==> src/rtl/sync_timing_rec_pkg.sv <==
// Shared types and default constants for the symbol-timing recovery block.
// Imported by the interface, the argmax helper and the top.
package sync_pkg;

  localparam int S_IN_DEF     = 10;
  localparam int OS_DEF       = 4;
  localparam int WIN_LOG2_DEF = 4;
  localparam int THR_DEF      = 77;
  localparam int LOSS_WIN_DEF = 2;

  typedef enum logic {
    ACQUIRE = 1'b0,
    LOCKED  = 1'b1
  } state_t;

  // Summing 2^win_log2 magnitudes of at most 2^(s_in-1) never exceeds s_in+win_log2 bits.
  function automatic int acc_width(input int s_in, input int win_log2);
    return s_in + win_log2;
  endfunction

endpackage

==> src/rtl/sync_timing_rec_if.sv <==
// Sample-in / strobe-out bundle between the RC filter, the timing recovery and the slicer.
// Inputs are plain per-cycle qualifiers: a sample is taken on any cycle with i_enable && i_valid.
interface sync_timing_rec_if
  import sync_pkg::*;
#(
  parameter int S_IN = S_IN_DEF,
  parameter int PH_W = 2
);
  logic            i_enable;
  logic            i_valid;
  logic            i_restart;
  logic [S_IN-1:0] i_rc_filter;
  logic            o_sync;
  logic [PH_W-1:0] o_phase;
  logic            o_strobe;
  logic [S_IN-1:0] o_sample;
  state_t          dbg_state;

  modport master (
    output i_enable, i_valid, i_restart, i_rc_filter,
    input  o_sync, o_phase, o_strobe, o_sample, dbg_state
  );

  modport slave (
    input  i_enable, i_valid, i_restart, i_rc_filter,
    output o_sync, o_phase, o_strobe, o_sample, dbg_state
  );
endinterface

==> src/rtl/sync_timing_rec_argmax.sv <==
// Combinational argmax over N unsigned values; the lowest index wins a tie.
module sync_argmax #(
  parameter int N  = 4,
  parameter int W  = 14,
  parameter int IW = 2
) (
  input  logic [W-1:0]  vals [N],
  output logic [IW-1:0] idx,
  output logic [W-1:0]  max_val
);

  always_comb begin
    idx     = '0;
    max_val = vals[0];
    // Strict compare keeps the earlier index on equal energies.
    for (int k = 1; k < N; k++) begin
      if (vals[k] > max_val) begin
        max_val = vals[k];
        idx     = IW'(k);
      end
    end
  end

endmodule

==> src/rtl/sync_timing_rec.sv <==
// Symbol-timing acquisition: per-phase |x| energy over a window, max-energy phase selection,
// lock/track/loss state machine, and a strobe carrying the sample at the chosen phase.
module sync_timing_rec
  import sync_pkg::*;
#(
  parameter int S_IN     = S_IN_DEF,
  parameter int OS       = OS_DEF,
  parameter int WIN_LOG2 = WIN_LOG2_DEF,
  parameter int THR      = THR_DEF,
  parameter int LOSS_WIN = LOSS_WIN_DEF
) (
  input logic              clock,
  input logic              i_reset,
  sync_timing_rec_if.slave bus
);

  localparam int PH_W  = (OS > 1) ? $clog2(OS) : 1;
  localparam int ACC_W = acc_width(S_IN, WIN_LOG2);
  localparam int LC_W  = $clog2(LOSS_WIN + 1);
  localparam logic [ACC_W-1:0] THR_WIN = ACC_W'(THR) << WIN_LOG2;

  state_t              state, state_nx;
  logic [PH_W-1:0]     phase_q, phase_nx;
  logic [LC_W-1:0]     loss_cnt, loss_nx;
  logic [PH_W-1:0]     phase_cnt;
  logic [WIN_LOG2-1:0] sym_cnt;
  logic [ACC_W-1:0]    acc    [OS];
  logic [ACC_W-1:0]    shadow [OS];
  logic                eval_pend;
  logic                strobe_q;
  logic [S_IN-1:0]     sample_q;

  logic                accepted, win_close, pass;
  logic [S_IN-1:0]     mag;
  logic [PH_W-1:0]     best;
  logic [ACC_W-1:0]    best_val;

  assign accepted  = bus.i_enable & bus.i_valid;
  assign win_close = accepted && (phase_cnt == PH_W'(OS - 1)) && (sym_cnt == '1);
  // Unsigned view makes the most negative input come out as 2^(S_IN-1) without saturation.
  assign mag       = bus.i_rc_filter[S_IN-1] ? (~bus.i_rc_filter + 1'b1) : bus.i_rc_filter;

  sync_argmax #(.N(OS), .W(ACC_W), .IW(PH_W)) u_argmax (
    .vals    (shadow),
    .idx     (best),
    .max_val (best_val)
  );

  assign pass = (best_val >= THR_WIN);

  always_ff @(posedge clock or negedge i_reset) begin
    if (!i_reset) begin
      state    <= ACQUIRE;
      phase_q  <= '0;
      loss_cnt <= '0;
    end else begin
      state    <= state_nx;
      phase_q  <= phase_nx;
      loss_cnt <= loss_nx;
    end
  end

  always_comb begin
    state_nx = state;
    phase_nx = phase_q;
    loss_nx  = loss_cnt;
    if (bus.i_restart) begin
      state_nx = ACQUIRE;
      loss_nx  = '0;
    end else if (bus.i_enable && eval_pend) begin
      case (state)
        ACQUIRE: begin
          if (pass) begin
            state_nx = LOCKED;
            phase_nx = best;
            loss_nx  = '0;
          end
        end
        LOCKED: begin
          if (pass) begin
            phase_nx = best;
            loss_nx  = '0;
          end else if (loss_cnt == LC_W'(LOSS_WIN - 1)) begin
            state_nx = ACQUIRE;
            loss_nx  = '0;
          end else begin
            loss_nx = loss_cnt + 1'b1;
          end
        end
      endcase
    end
  end

  always_ff @(posedge clock or negedge i_reset) begin
    if (!i_reset) begin
      phase_cnt <= '0;
      sym_cnt   <= '0;
      eval_pend <= 1'b0;
      strobe_q  <= 1'b0;
      sample_q  <= '0;
      for (int k = 0; k < OS; k++) begin
        acc[k]    <= '0;
        shadow[k] <= '0;
      end
    end else if (bus.i_restart) begin
      phase_cnt <= '0;
      sym_cnt   <= '0;
      eval_pend <= 1'b0;
      strobe_q  <= 1'b0;
      for (int k = 0; k < OS; k++) begin
        acc[k]    <= '0;
        shadow[k] <= '0;
      end
    end else if (bus.i_enable) begin
      strobe_q  <= 1'b0;
      eval_pend <= win_close;
      if (accepted) begin
        if (phase_cnt == PH_W'(OS - 1)) begin
          phase_cnt <= '0;
          sym_cnt   <= sym_cnt + 1'b1;
        end else begin
          phase_cnt <= phase_cnt + 1'b1;
        end
        // On the closing sample the shadow takes the completed sums and the live set restarts at 0.
        for (int k = 0; k < OS; k++) begin
          if (win_close) begin
            shadow[k] <= (phase_cnt == PH_W'(k)) ? acc[k] + ACC_W'(mag) : acc[k];
            acc[k]    <= '0;
          end else if (phase_cnt == PH_W'(k)) begin
            acc[k] <= acc[k] + ACC_W'(mag);
          end
        end
        if (state == LOCKED && phase_cnt == phase_q) begin
          strobe_q <= 1'b1;
          sample_q <= bus.i_rc_filter;
        end
      end
    end else begin
      strobe_q <= 1'b0;
    end
  end

  assign bus.o_sync    = (state == LOCKED);
  assign bus.o_phase   = phase_q;
  assign bus.o_strobe  = strobe_q;
  assign bus.o_sample  = sample_q;
  assign bus.dbg_state = state;

endmodule

==> src/flat_wrapper.sv <==
// flat-port wrapper written by rule: the top's interface ports become plain ports
module sync_timing_rec_flat import sync_pkg::*;
#(
  parameter int S_IN     = S_IN_DEF,
  parameter int OS       = OS_DEF,
  parameter int WIN_LOG2 = WIN_LOG2_DEF,
  parameter int THR      = THR_DEF,
  parameter int LOSS_WIN = LOSS_WIN_DEF
)
  (clock, i_reset, bus_i_enable, bus_i_valid, bus_i_restart, bus_i_rc_filter, bus_o_sync, bus_o_phase, bus_o_strobe, bus_o_sample, bus_dbg_state);
  sync_timing_rec_if #(.S_IN(S_IN)) bus_i ();
  input logic clock;
  input logic i_reset;
  input wire logic [$bits(bus_i.i_enable)-1:0] bus_i_enable;
  input wire logic [$bits(bus_i.i_valid)-1:0] bus_i_valid;
  input wire logic [$bits(bus_i.i_restart)-1:0] bus_i_restart;
  input wire logic [$bits(bus_i.i_rc_filter)-1:0] bus_i_rc_filter;
  output wire logic [$bits(bus_i.o_sync)-1:0] bus_o_sync;
  output wire logic [$bits(bus_i.o_phase)-1:0] bus_o_phase;
  output wire logic [$bits(bus_i.o_strobe)-1:0] bus_o_strobe;
  output wire logic [$bits(bus_i.o_sample)-1:0] bus_o_sample;
  output wire logic [$bits(bus_i.dbg_state)-1:0] bus_dbg_state;
  assign bus_i.i_enable = bus_i_enable;
  assign bus_i.i_valid = bus_i_valid;
  assign bus_i.i_restart = bus_i_restart;
  assign bus_i.i_rc_filter = bus_i_rc_filter;
  assign bus_o_sync = bus_i.o_sync;
  assign bus_o_phase = bus_i.o_phase;
  assign bus_o_strobe = bus_i.o_strobe;
  assign bus_o_sample = bus_i.o_sample;
  assign bus_dbg_state = bus_i.dbg_state;
  sync_timing_rec #(.S_IN(S_IN), .OS(OS), .WIN_LOG2(WIN_LOG2), .THR(THR), .LOSS_WIN(LOSS_WIN)) u_core (.clock(clock), .i_reset(i_reset), .bus(bus_i));
endmodule
==> config.mk <==
export PLATFORM = sky130hd
export DESIGN_NAME = sync_timing_rec_flat
export DESIGN_NICKNAME = d
export VERILOG_FILES = /design/src/rtl/sync_timing_rec_pkg.sv /design/src/rtl/sync_timing_rec_if.sv /design/src/rtl/sync_timing_rec_argmax.sv /design/src/rtl/sync_timing_rec.sv /design/src/flat_wrapper.sv
export SDC_FILE = /design/constraint.sdc
export NUM_CORES = 1
export LEC_CHECK = 0
export ABC_AREA = 1
export BUFFER_PORTS_ARGS = -buffer_cell sky130_fd_sc_hd__clkbuf_2
export CORE_UTILIZATION = 51
export CTS_BUF_LIST = sky130_fd_sc_hd__clkbuf_2
export CTS_CLUSTER_SIZE = 25
export DETAILED_ROUTE_END_ITERATION = 12
export PLACE_DENSITY = 0.67
export REMOVE_ABC_BUFFERS = 1
export SETUP_SLACK_MARGIN = 0.15
export SLEW_MARGIN = 10
export SYNTH_ARGS = -nofsm -noshare
export SYNTH_HDL_FRONTEND = slang
export SYNTH_HIERARCHICAL = 1
export SYNTH_SLANG_ARGS = --single-unit
==> constraint.sdc <==
create_clock -name clock -period 6.5 [get_ports clock]
set_clock_uncertainty 0.05 [all_clocks]
set_input_delay 0.65 -clock clock [delete_from_list [all_inputs] [get_ports clock]]
set_output_delay 0.65 -clock clock [all_outputs]
set_load 0.05 [all_outputs]
; ---- Yosys cells after proc, flatten, opt, wreduce, memory -nomap -nowiden
; Cells that the tools add are included.
[totals]
input_bits = 15
word_cells = 107
out_inout_bits = 15
register_bits = 135
[classes]
n_mux = 52
bitwise = 4
add_sub_neg = 8
magnitude_cmp = 4
n_eq_ne = 7
reduce_logical = 16
[ops]
columns = op, count
row1 = $mux W56, 6
row2 = $mux W14, 15
row3 = $add A14 B10 Y14, 4
row4 = $gt A14 B14 Y1, 3
row5 = $mux W2, 12
row6 = $mux W4, 4
row7 = $ge A14 B11 Y1 const B, 1
row8 = $mux W1, 12
row9 = $add A10 B1 Y10 const B, 1
row10 = $mux W10, 1
row11 = $not A10 Y10, 1
row12 = $reduce_bool A2 Y1, 5
row13 = $reduce_and A3 Y1, 3
row14 = $add A2 B1 Y2 const B, 2
row15 = $add A4 B1 Y4 const B, 1
row16 = $eq A2 B1 Y1 const B, 2
row17 = $eq A2 B2 Y1 const B, 2
row18 = $eq A4 B4 Y1 const B, 1
row19 = $logic_and A1 B1 Y1, 4
row20 = $pmux W2 S2, 1
row21 = $reduce_and A2 Y1, 2
row22 = $reduce_and A4 Y1, 1
row23 = $ne A3 B2 Y1 const B, 1
row24 = $eq A2 B2 Y1, 1
row25 = 4 further kinds, 5

; ---- Longest topological paths before layout
; Gate-level depths: netlist of the first run.
[depth]
word_depth = 11
depth_mapped = 45
ltp_nobuf = 42

; ---- Modules after synthesis
; The synthesis of the first run kept the hierarchy.
[modules_own_cells]
columns = mod, area_each_um2, instances, cells_per_inst
row1 = sync_timing_rec, 8598.2, 1, 1211
row2 = sync_argmax, 1835.5, 1, 322

; ---- Worst setup path after synthesis of the first run
; No wires, ideal clock.
[synth_path]
kind = reg2reg
startpoint = register u_core/shadow[41] (netlist bit)
endpoint = register u_core.phase_q[0] (netlist: u_core/bus.o_phase[0])
synth_period_minus_slack_ns = 4.765
setup_ns = 0.127
path_slack_ns = 1.735
t_arrival_ns = 4.588
stages_incl_launch_ff = 38
t_required_ns = 6.323
path_buffers = 3
cell_sequence = dfrtp_1 > ha_1 > nand2_1 > inv_1 > nand2_1 > nand2_1 > a21oi_1 > nand2_4 > nand2_4 > buf_6 > nand2_2 > nand2_1 > inv_1 > ha_1 > a21oi_1 > o21ai_0 > nor2_1 > nand2_1 > [2 not listed] > buf_4 > nand2_1 > nand2_1 > ha_1 > nand2_1 > nor4_2 > nand4_1 > nand2_2 > buf_2 > nand3_1 > nand2_1 > nand2_1 > o21ai_0 > a21oi_1 > nor2_1 > nand3_1 > nand2_1 > o21ai_0
[synth_between]
elab_chain_len = 8
word_cells_on_any_way = 12
cone_classes = 4 x order compare / 7 x mux / 1 x reduce/logical
[synth_rtl]
columns = element, line
row1 = start: declaration, sync_timing_rec.sv:28  ; logic [ACC_W-1:0] shadow [OS];
row2 = start signal: indexed assignment, sync_timing_rec.sv:127  ; shadow[k] <= (phase_cnt == PH_W'(k)) ? acc[k] + ACC_W'(mag) : acc[k];
row3 = $gt A14 B14 Y1, sync_timing_rec_argmax.sv:17  ; if (vals[k] > max_val) begin
row4 = $mux W14 *, sync_timing_rec_argmax.sv:17
row5 = $gt A14 B14 Y1, sync_timing_rec_argmax.sv:17
row6 = $mux W14 *, sync_timing_rec_argmax.sv:17
row7 = $gt A14 B14 Y1, sync_timing_rec_argmax.sv:17
row8 = $mux W14 *, sync_timing_rec_argmax.sv:17
row9 = via u_core.best_val[7], sync_timing_rec.sv:36  ; logic [ACC_W-1:0] best_val;
row10 = $ge A14 B11 Y1 *, sync_timing_rec.sv:49  ; assign pass = (best_val >= THR_WIN);
row11 = $reduce_and A3 Y1 (no line) *, -
row12 = end signal: assignment, sync_timing_rec.sv:58  ; phase_q <= phase_nx;
row13 = end: declaration, sync_timing_rec.sv:23  ; logic [PH_W-1:0] phase_q, phase_nx;
; Mark *: on every way through the listed nets, which the timed path passes. The rest lies on a longest branch. The select of a mux whose other input is x is not followed.
; A chain may end at the register's enable or synchronous reset.

; ---- Worst setup path in the final report of the first run
[layout_path]
startpoint = register u_core/shadow[54] (netlist bit)
endpoint = register u_core.phase_q[0] (netlist: u_core/bus.o_phase[0])
; Same word-level chain as after synthesis.

==> metrics.txt, run 1 <==
GP Congestion=0.927; final worst path period need=5.66 ns; setup TNS=0 ns; standard-cell rows=roughly 50; Mapped Cells=about 1500; Iteration-0 DRC Markers=slightly below 700; Post-DP HPWL=21100 um; max incr delay on CP=0.45 ns; CP dominant cell by count=nand2_1; Max Slew Vio Count=0; WHS Endpoint=u_core/bus.o_sample[3]; CTS max path bufs=2; WL per Instance=approximately 15 um; Worst VDD drop=0.113 mV; Die X-Extent=around 140 um; GRT overflow=0; first-pass GRT wire length=44600 um; H-tree level count=4; final setup vio count=0; area of the mapped netlist=10400 um^2; post-detailed-route count of antenna-violating nets=0; Layout Area Growth over Synthesis=6.07%; worst skew pair latency=a little under 0.7 ns; CP Max Fanout=16; die height=between 100 and 150 um; CTS Root Cell=clkbuf_2; RSZ-0062 raised after global routing=false; Final period util=about 87%; total track usage=28.4%; worst path required time=roughly 7 ns; Core Area=around 20000 um^2; Hold Startpoint=bus_i_rc_filter[3]; vias per std cell=5.27; Critical Path Start Type=flop; post-route cell area=roughly 11000 um^2; Final #Nets=roughly 1700; CTS tree=done; largest net degree at the start of global routing=74; hold_ws=0.143 ns; Final Hold Fails=0; Hold WC Path Type=in2reg; port bufs=29; pwr/cell area=approximately 220 nW/um^2; flop-to-flop setup slack=roughly 0.84 ns; clk slew on worst S/H paths=about 0.23 ns; PnR Total Power=2400 uW; status=completed; max-cap violation count=0; Rel. slew slack=around a quarter; CP max-delay cell=dfrtp_1; max frequency=about 180 MHz; fraction of layout cells with a size suffix above 1=under 10%; IO Count=30; R2R cell count=slightly above 40; Worst EP arrival=a little over 6 ns; final wirelength=27700 um; Worst Hold Path Cells=3; TritonRoute pass-1 iters=8; RR Endpoint=u_core/bus.o_phase[0]; DP Area=10700 um^2; R2R Path Start=u_core/shadow[54]; Pleak=slightly above 0.006 uW; CTS Buf Count=17; critical path endpoint category=flop; Starting Density=roughly 53%; # clock sinks=135; DR vias=between 9000 and 10000; Worst-Margin Slew=1.13 ns; Remaining DRCs=0; Yosys Warn Count=6; vias in the first global route=8678; antenna violations before repair=1; Avg Cell Area, Syn=6.83 um^2; Crit Path Category=reg2reg; die area=approximately 21000 um^2
==> how the worst max path moves through the flow <==
| stage | start | endpoint | slack (ns) | cells past startpoint |
|---|---|---|---|---|
| 2_1_floorplan | u_core/shadow[55] | u_core/bus.o_phase[0] | 1.62 | 38 |
| 3_3_place_gp | u_core/shadow[51] | u_core/bus.o_phase[0] | 0.89 | 32 |
| 3_5_place_dp | u_core/shadow[53] | u_core/bus.o_phase[0] | 0.64 | 35 |
| 4_1_cts | u_core/shadow[54] | u_core/bus.o_phase[0] | 0.60 | 36 |
| 5_1_grt | u_core/shadow[54] | u_core/bus.o_phase[0] | 0.22 | 41 |
| 6_report | u_core/shadow[54] | u_core/bus.o_phase[0] | 0.84 | 41 |
==> cell usage in the layout (no fill, tap or decap), types with 13 or more instances in the layout <==
cell	instances
nand2_2	14
xnor2_1	13
clkbuf_2	46
nor2_1	70
nand3_1	145
inv_1	184
a21oi_1	49
o21ai_1	28
dfrtp_1	135
or2_2	15
ha_1	91
o21ai_0	49
nand2_1	583
==> report_power, final <==
group	switching, uW	internal (uW)
clock network	331	179
registers	29.7	875
logic	662	328
==> cell type report <==
class | instances | area, um^2
fillers | 1945 | 8700
diodes | 1 | 2.50
multi-input cells | 1156 | 6110
repair buffers | 38 | 221
flip-flops and latches | 135 | 3380
clock inverters | 14 | 151
inverters | 192 | 724
clock buffers | 18 | 90.1
well taps | 265 | 332
==> per-layer routing <==
| layer | wire length, um | vias to the layer above | track usage, % |
|---|---|---|---|
| li1 | - | 4884 | - |
| met1 | 13400 | 4414 | 40.9 |
| met2 | 12000 | 238 | 43.1 |
| met3 | 1580 | 42 | 4.71 |
| met4 | 651 | 0 | 9.42 |
| met5 | 0 | - | 0 |
==> registers in the layout, summed over array words and instances, names as in the netlist <==
name / count
u_core/acc: 56
u_core/shadow: 56
u_core/bus.o_sample: 10
u_core/sym_cnt: 4
u_core/bus.o_phase: 2
u_core/loss_cnt: 2
u_core/phase_cnt: 2
u_core/bus.dbg_state: 1
u_core/bus.o_strobe: 1
u_core/eval_pend: 1
==> critical path, delay by kind of cell (launching register included) <==
family | cells | cell delay, ns
simple gates | 26 | 2.73
buf+inv | 6 | 0.73
compound gates | 6 | 0.79
flops | 1 | 0.45
fa+ha+maj | 3 | 0.83
==> per-stage QoR <==
stage	setup WS [ns]	std cells	util, %
2_1_floorplan	1.62	1483	-
3_3_place_gp	0.888	1782	54.3
3_5_place_dp	0.639	1782	54.3
4_1_cts	0.600	1815	55.6
5_1_grt	0.220	1819	55.9
6_report	0.835	1819	55.9
==> timing repair <==
action                                  CTS  global route
hold buffers                              1             0
buffers inserted                          0             3
endpoints found under the setup margin    0             5
endpoints found under the hold margin    72             0
resized for setup                         0             4
Note: power is estimated with default switching activity, not from simulation.
==> inputs of run 2 (changes only) <==
clock period = 7.32 ns   (was 6.5 ns; I/O delays follow)
==> run 2 against run 1 <==
Via count up 0.68%; fmax down 2.2%; register-to-register slack better by 0.69 ns; sequential share of layout area up 0.098 points; global-route usage is 0.32 points higher; combinational power decreased by 15%; worst setup slack better by 0.69 ns; hold slack better by 0.049 ns.
==> metrics.txt, run 2 (synthesized netlist as in run 1, its figures left out) <==
status=completed; flop-to-flop setup slack=1.53 ns (+0.69 ns); R2R cell count=37 (-9.8%); vias in the first global route=8862 (+2.1%); die area=20900 um^2 (unchanged); max frequency=173 MHz (-2.2%); antenna violations before repair=1 (unchanged); post-detailed-route count of antenna-violating nets=0 (unchanged); # clock sinks=135 (unchanged); GRT overflow=0 (unchanged); CTS max path bufs=2 (unchanged); die height=145 um (unchanged); pwr/cell area=195 nW/um^2 (-11%); clk slew on worst S/H paths=0.21 ns (-0.02 ns); setup TNS=0 ns (unchanged); RSZ-0062 raised after global routing=false; worst path required time=7.91 ns (+0.84 ns); critical path endpoint category=flop; CP Max Fanout=16 (unchanged); standard-cell rows=51 (unchanged); H-tree level count=4 (unchanged); Final Hold Fails=0 (unchanged); Pleak=0.00610 uW (-0.11%); Crit Path Category=reg2reg; CTS Root Cell=clkbuf_2; Rel. slew slack=22.6% (-1.5 points); Core Area=19700 um^2 (unchanged); worst skew pair latency=0.73 ns (+0.04 ns); final worst path period need=5.79 ns (+0.129 ns); final setup vio count=0 (unchanged); Hold WC Path Type=in2reg; RR Endpoint=u_core/loss_cnt[0]; commonest non-fill, non-tap cell in the layout=nand2_1; Final period util=79.1% (-8.0 points); Remaining DRCs=0 (unchanged); GP Congestion=0.930 (+0.26%); last element of the critical path=u_core/loss_cnt[0]; DR vias=9643 (+0.68%); vias per std cell=5.32 (+0.96%); fraction of layout cells with a size suffix above 1=8.01% (-0.36 points); commonest cells after routing, fill and taps aside=583 x nand2_1, 185 x inv_1, 145 x nand3_1; port bufs=29 (unchanged); PnR Total Power=2140 uW (-11%); max-cap violation count=0 (unchanged); total track usage=28.7% (+0.32 points); Starting Density=52.7% (unchanged); R2R Path Start=u_core/shadow[55]; post_cts resized=0 (unchanged); CP max-delay cell=dfrtp_1; largest net degree at the start of global routing=79 (+6.8%); CP dominant cell by count=nand2_1; Max Slew Vio Count=0 (unchanged); IO Count=30 (unchanged); CTS tree=done; max incr delay on CP=0.44 ns (about the same); Iteration-0 DRC Markers=751 (+8.4%); TritonRoute pass-1 iters=5 (-3); Placed Instances=1781 (-0.056%); Worst-Margin Slew=1.16 ns (+0.0221 ns); Critical Path Start Type=flop; Final #Nets=1646 (-0.24%); first-pass GRT wire length=45200 um (+1.3%); Setup crit start=u_core/shadow[55]; Worst VDD drop=0.117 mV (+3.6%); Die X-Extent=145 um (unchanged); Post-DP HPWL=20900 um (-0.54%); non-filler cells, final=1814 (-0.27%); WL per Instance=15.3 um (+0.53%); hold_buf cts=1 (unchanged); postcts setup bufs=0 (unchanged); CTS Buf Count=17 (unchanged); Worst EP arrival=6.39 ns (+0.16 ns); Layout Area Growth over Synthesis=5.74%; final worst slack=1.53 ns (+0.691 ns); Placement Setup Slack=1.61 ns (+0.974 ns); final wirelength=27700 um (+0.25%); Filler cells=1936 (-0.46%)
-- run 2: cell types whose count changed in the layout (fill, tap and decap cells not counted), sizes merged --
| cell | change |
|---|---|
| buf | -4 |
| bufinv | +1 |
| clkbuf | -1 |
| clkinvlp | -2 |
| inv | +1 |
-- run 2: per-layer routing --
layer  up-vias  global-route usage (%)  routed length [um]
met4         0                    8.92                 598
met2       241                    44.1               12100
met5         -                       0                   0
met3        39                    4.34                1650
met1      4476                    41.4               13400
li1       4887                       -                   -
-- run 2: worst max-delay path: cells and delay by family, from the launching register on --
kind	cells	cell delay [ns]
AO/OA/AOI/OAI	4	0.50
adder cells (fa/ha/maj)	3	0.86
buffers and inverters	5	0.60
flip-flops	1	0.44
AND/OR/NAND/NOR	25	3.25
-- run 2: metrics by stage --
stage	util [%]	instance area [um^2]	hold WS [ns]
floorplan	-	10200	0.386
global placement	54.3	10700	0.413
detailed placement	54.3	10700	0.410
CTS	55.7	11000	0.129
global route	55.7	11000	0.134
finish	55.7	11000	0.193
-- run 2: layout make-up --
class	count	area, um^2	share of cell area, %
Tap cell	265	332	3.02
Multi-Input combinational cell	1156	6090	55.5
Clock buffer	17	85.1	0.775
Antenna cell	1	2.50	0.0228
Inverter	192	721	6.56
Sequential cell	135	3380	30.8
Clock inverter	14	178	1.62
Timing Repair Buffer	34	191	1.74
-- run 2: power breakdown --
group / switching [uW] / total [uW] / internal (uW)
combinational: 571 / 841 / 270
sequential: 27.0 / 804 / 777
clock: 301 / 493 / 192
total: 899 / 2140 / 1240
-- run 2: worst min-delay path by stage --
stage / endpoint / startpoint / slack, ns / cells past startpoint
floorplan: u_core/acc[0] / i_reset / 0.39 / 0
global placement: u_core/loss_cnt[1] / u_core/loss_cnt[1] / 0.41 / 2
detailed placement: u_core/loss_cnt[1] / u_core/loss_cnt[1] / 0.41 / 2
CTS: u_core/bus.o_sample[3] / bus_i_rc_filter[3] / 0.13 / 3
global route: u_core/bus.o_sample[8] / bus_i_rc_filter[8] / 0.13 / 3
finish: u_core/bus.o_sample[3] / bus_i_rc_filter[3] / 0.19 / 3
==> inputs of run 3 (changes only) <==
clock period = 5.65 ns   (was 7.32 ns; I/O delays follow)
==> run 3 against run 2 <==
Clock-buffer cell count rose by 1; flip-flop and latch count stayed put; via count is 3.3% higher; worst setup slack got worse by 1.2 ns; combinational power grew 84%; sequential share of layout area shrank 2.4 points; global-route usage is 0.19 points lower; critical path depth is the same; cell area rose by 8.7%; clock power rose by 20%; final cell count rose by 2.3%; hold slack worse by 0.11 ns; highest routed layer unchanged.
==> metrics.txt, run 3 (synthesized netlist as in run 1, its figures left out) <==
commonest cells after routing, fill and taps aside=551 x nand2_1, 179 x inv_1, 133 x dfrtp_1; clk slew on worst S/H paths=0.24 ns (+0.03 ns); Placement Setup Slack=0.231 ns (-1.38 ns); GP Congestion=0.921 (-0.97%); fraction of layout cells with a size suffix above 1=15.5% (+7.5 points); Crit Path Category=reg2reg; CTS Buf Count=17 (unchanged); first-pass GRT wire length=44800 um (-0.80%); Pleak=0.00639 uW (+4.7%); final wirelength=29800 um (+7.5%); CTS Root Cell=clkbuf_2; vias in the first global route=8705 (-1.8%); max frequency=189 MHz (+9.2%); die area=20900 um^2 (unchanged); Worst VDD drop=0.164 mV (+40%); CP Max Fanout=8 (-8); port bufs=29 (unchanged); critical path endpoint category=flop; worst skew pair latency=0.69 ns (-0.04 ns); final worst slack=0.346 ns (-1.18 ns); Worst EP arrival=5.90 ns (-0.49 ns); Final #Nets=1687 (+2.5%); Die X-Extent=145 um (unchanged); Iteration-0 DRC Markers=745 (-0.80%); DR vias=9959 (+3.3%); IO Count=30 (unchanged); DP Area=10700 um^2 (+0.14%); CTS max path bufs=2 (unchanged); status=completed; CTS tree=done; Critical Path Start Type=flop; Post-DP HPWL=21000 um (+0.28%); pwr/cell area=267 nW/um^2 (+37%); Hold WC Path Type=in2reg; # clock sinks=135 (unchanged); final setup vio count=0 (unchanged); Filler cells=1798 (-7.1%); Layout Area Growth over Synthesis=15.0%; Remaining DRCs=0 (unchanged); CP max-delay cell=dfrtp_2; total track usage=28.5% (-0.19 points); post-detailed-route count of antenna-violating nets=0 (unchanged); Worst-Margin Slew=1.14 ns (-0.0153 ns); vias per std cell=5.37 (+0.94%); Core Area=19700 um^2 (unchanged); WL per Instance=16.1 um (+5.1%); worst path required time=6.25 ns (-1.66 ns); antenna violations before repair=1 (unchanged); final worst path period need=5.30 ns (-0.489 ns); Final Hold Fails=0 (unchanged); TritonRoute pass-1 iters=8 (+3); H-tree level count=4 (unchanged); setup TNS=0 ns (unchanged); max incr delay on CP=0.50 ns (+0.06 ns); largest net degree at the start of global routing=88 (+11%); CP dominant cell by count=nand2_2; Core Util, Final=60.5% (+4.9 points); die height=145 um (unchanged); Max Slew Vio Count=0 (unchanged); Starting Density=52.7% (unchanged); post-route cell area=11900 um^2 (+8.7%); hold_ws=0.0866 ns (-0.106 ns); GRT overflow=0 (unchanged); Final period util=93.9% (+15 points); commonest non-fill, non-tap cell in the layout=nand2_1; Rel. slew slack=23.6% (+1.0 points); max-cap violation count=0 (unchanged); standard-cell rows=51 (unchanged)
[run 3: cell count changes in the layout (fill, tap and decap cells not counted), moves of 15 or more]
cell and delta:
nand2_1 -32, buf_4 +23, ha_1 -20, ha_4 +20, nand2_2 +20, nand3_1 -15
[run 3: final timing paths]
path	from	depth (start not counted)	slack, ns	end
setup reg to reg	u_core/shadow[39]	37	0.35	u_core/loss_cnt[0]
min in group asynchronous	i_reset	2	0.40	u_core/acc[50]
setup / recovery	u_core/shadow[39]	37	0.35	u_core/loss_cnt[0]
max in group asynchronous	i_reset	3	4.03	u_core/acc[24]
hold reg to reg	u_core/bus.o_sample[8]	2	0.46	u_core/bus.o_sample[8]
hold / removal	bus_i_rc_filter[1]	3	0.09	u_core/bus.o_sample[1]
[run 3: stage by stage]
stage / instances / power [uW]
2_1_floorplan: 1483 / 1860
3_3_place_gp: 1783 / 2130
3_5_place_dp: 1783 / 2150
4_1_cts: 1819 / 2750
5_1_grt: 1856 / 3400
6_report: 1856 / 3190
[run 3: per-layer routing]
layer,global-route usage [%],up-vias,wire (um)
li1,-,4973,-
met4,11.2,0,972
met5,0,-,0
met2,43.2,309,13100
met3,4.15,69,1800
met1,40.8,4608,13900
[run 3: repair_timing]
action | CTS | global route
hold buffers | 4 | 0
resized for setup | 0 | 129
buffers inserted | 0 | 30
hold endpoints to repair | 89 | 0
endpoints found under the setup margin | 0 | 5
[run 3: layout make-up]
| type | count | area [um^2] | share of cell area [%] |
|---|---|---|---|
| Timing Repair Buffer | 69 | 508 | 4.26 |
| Antenna cell | 1 | 2.50 | 0.0210 |
| Clock inverter | 14 | 153 | 1.28 |
| Multi-Input combinational cell | 1160 | 6730 | 56.3 |
| Sequential cell | 135 | 3380 | 28.3 |
| Clock buffer | 18 | 90.1 | 0.755 |
| Tap cell | 265 | 332 | 2.78 |
| Inverter | 192 | 732 | 6.13 |
| Timing Repair inverter | 2 | 13.8 | 0.115 |
[run 3: critical path, delay by kind of cell, from the launching register on]
kind            cells  cell delay [ns]
fa+ha+maj           3             0.81
compound gates      7             1.06
flops               1             0.50
buf+inv             5             0.48
simple gates       22             2.32
[run 3: where the power goes]
part / internal, uW / switching, uW / total (uW)
registers: 1010 / 34.8 / 1040
logic: 589 / 965 / 1550
clock network: 207 / 383 / 590
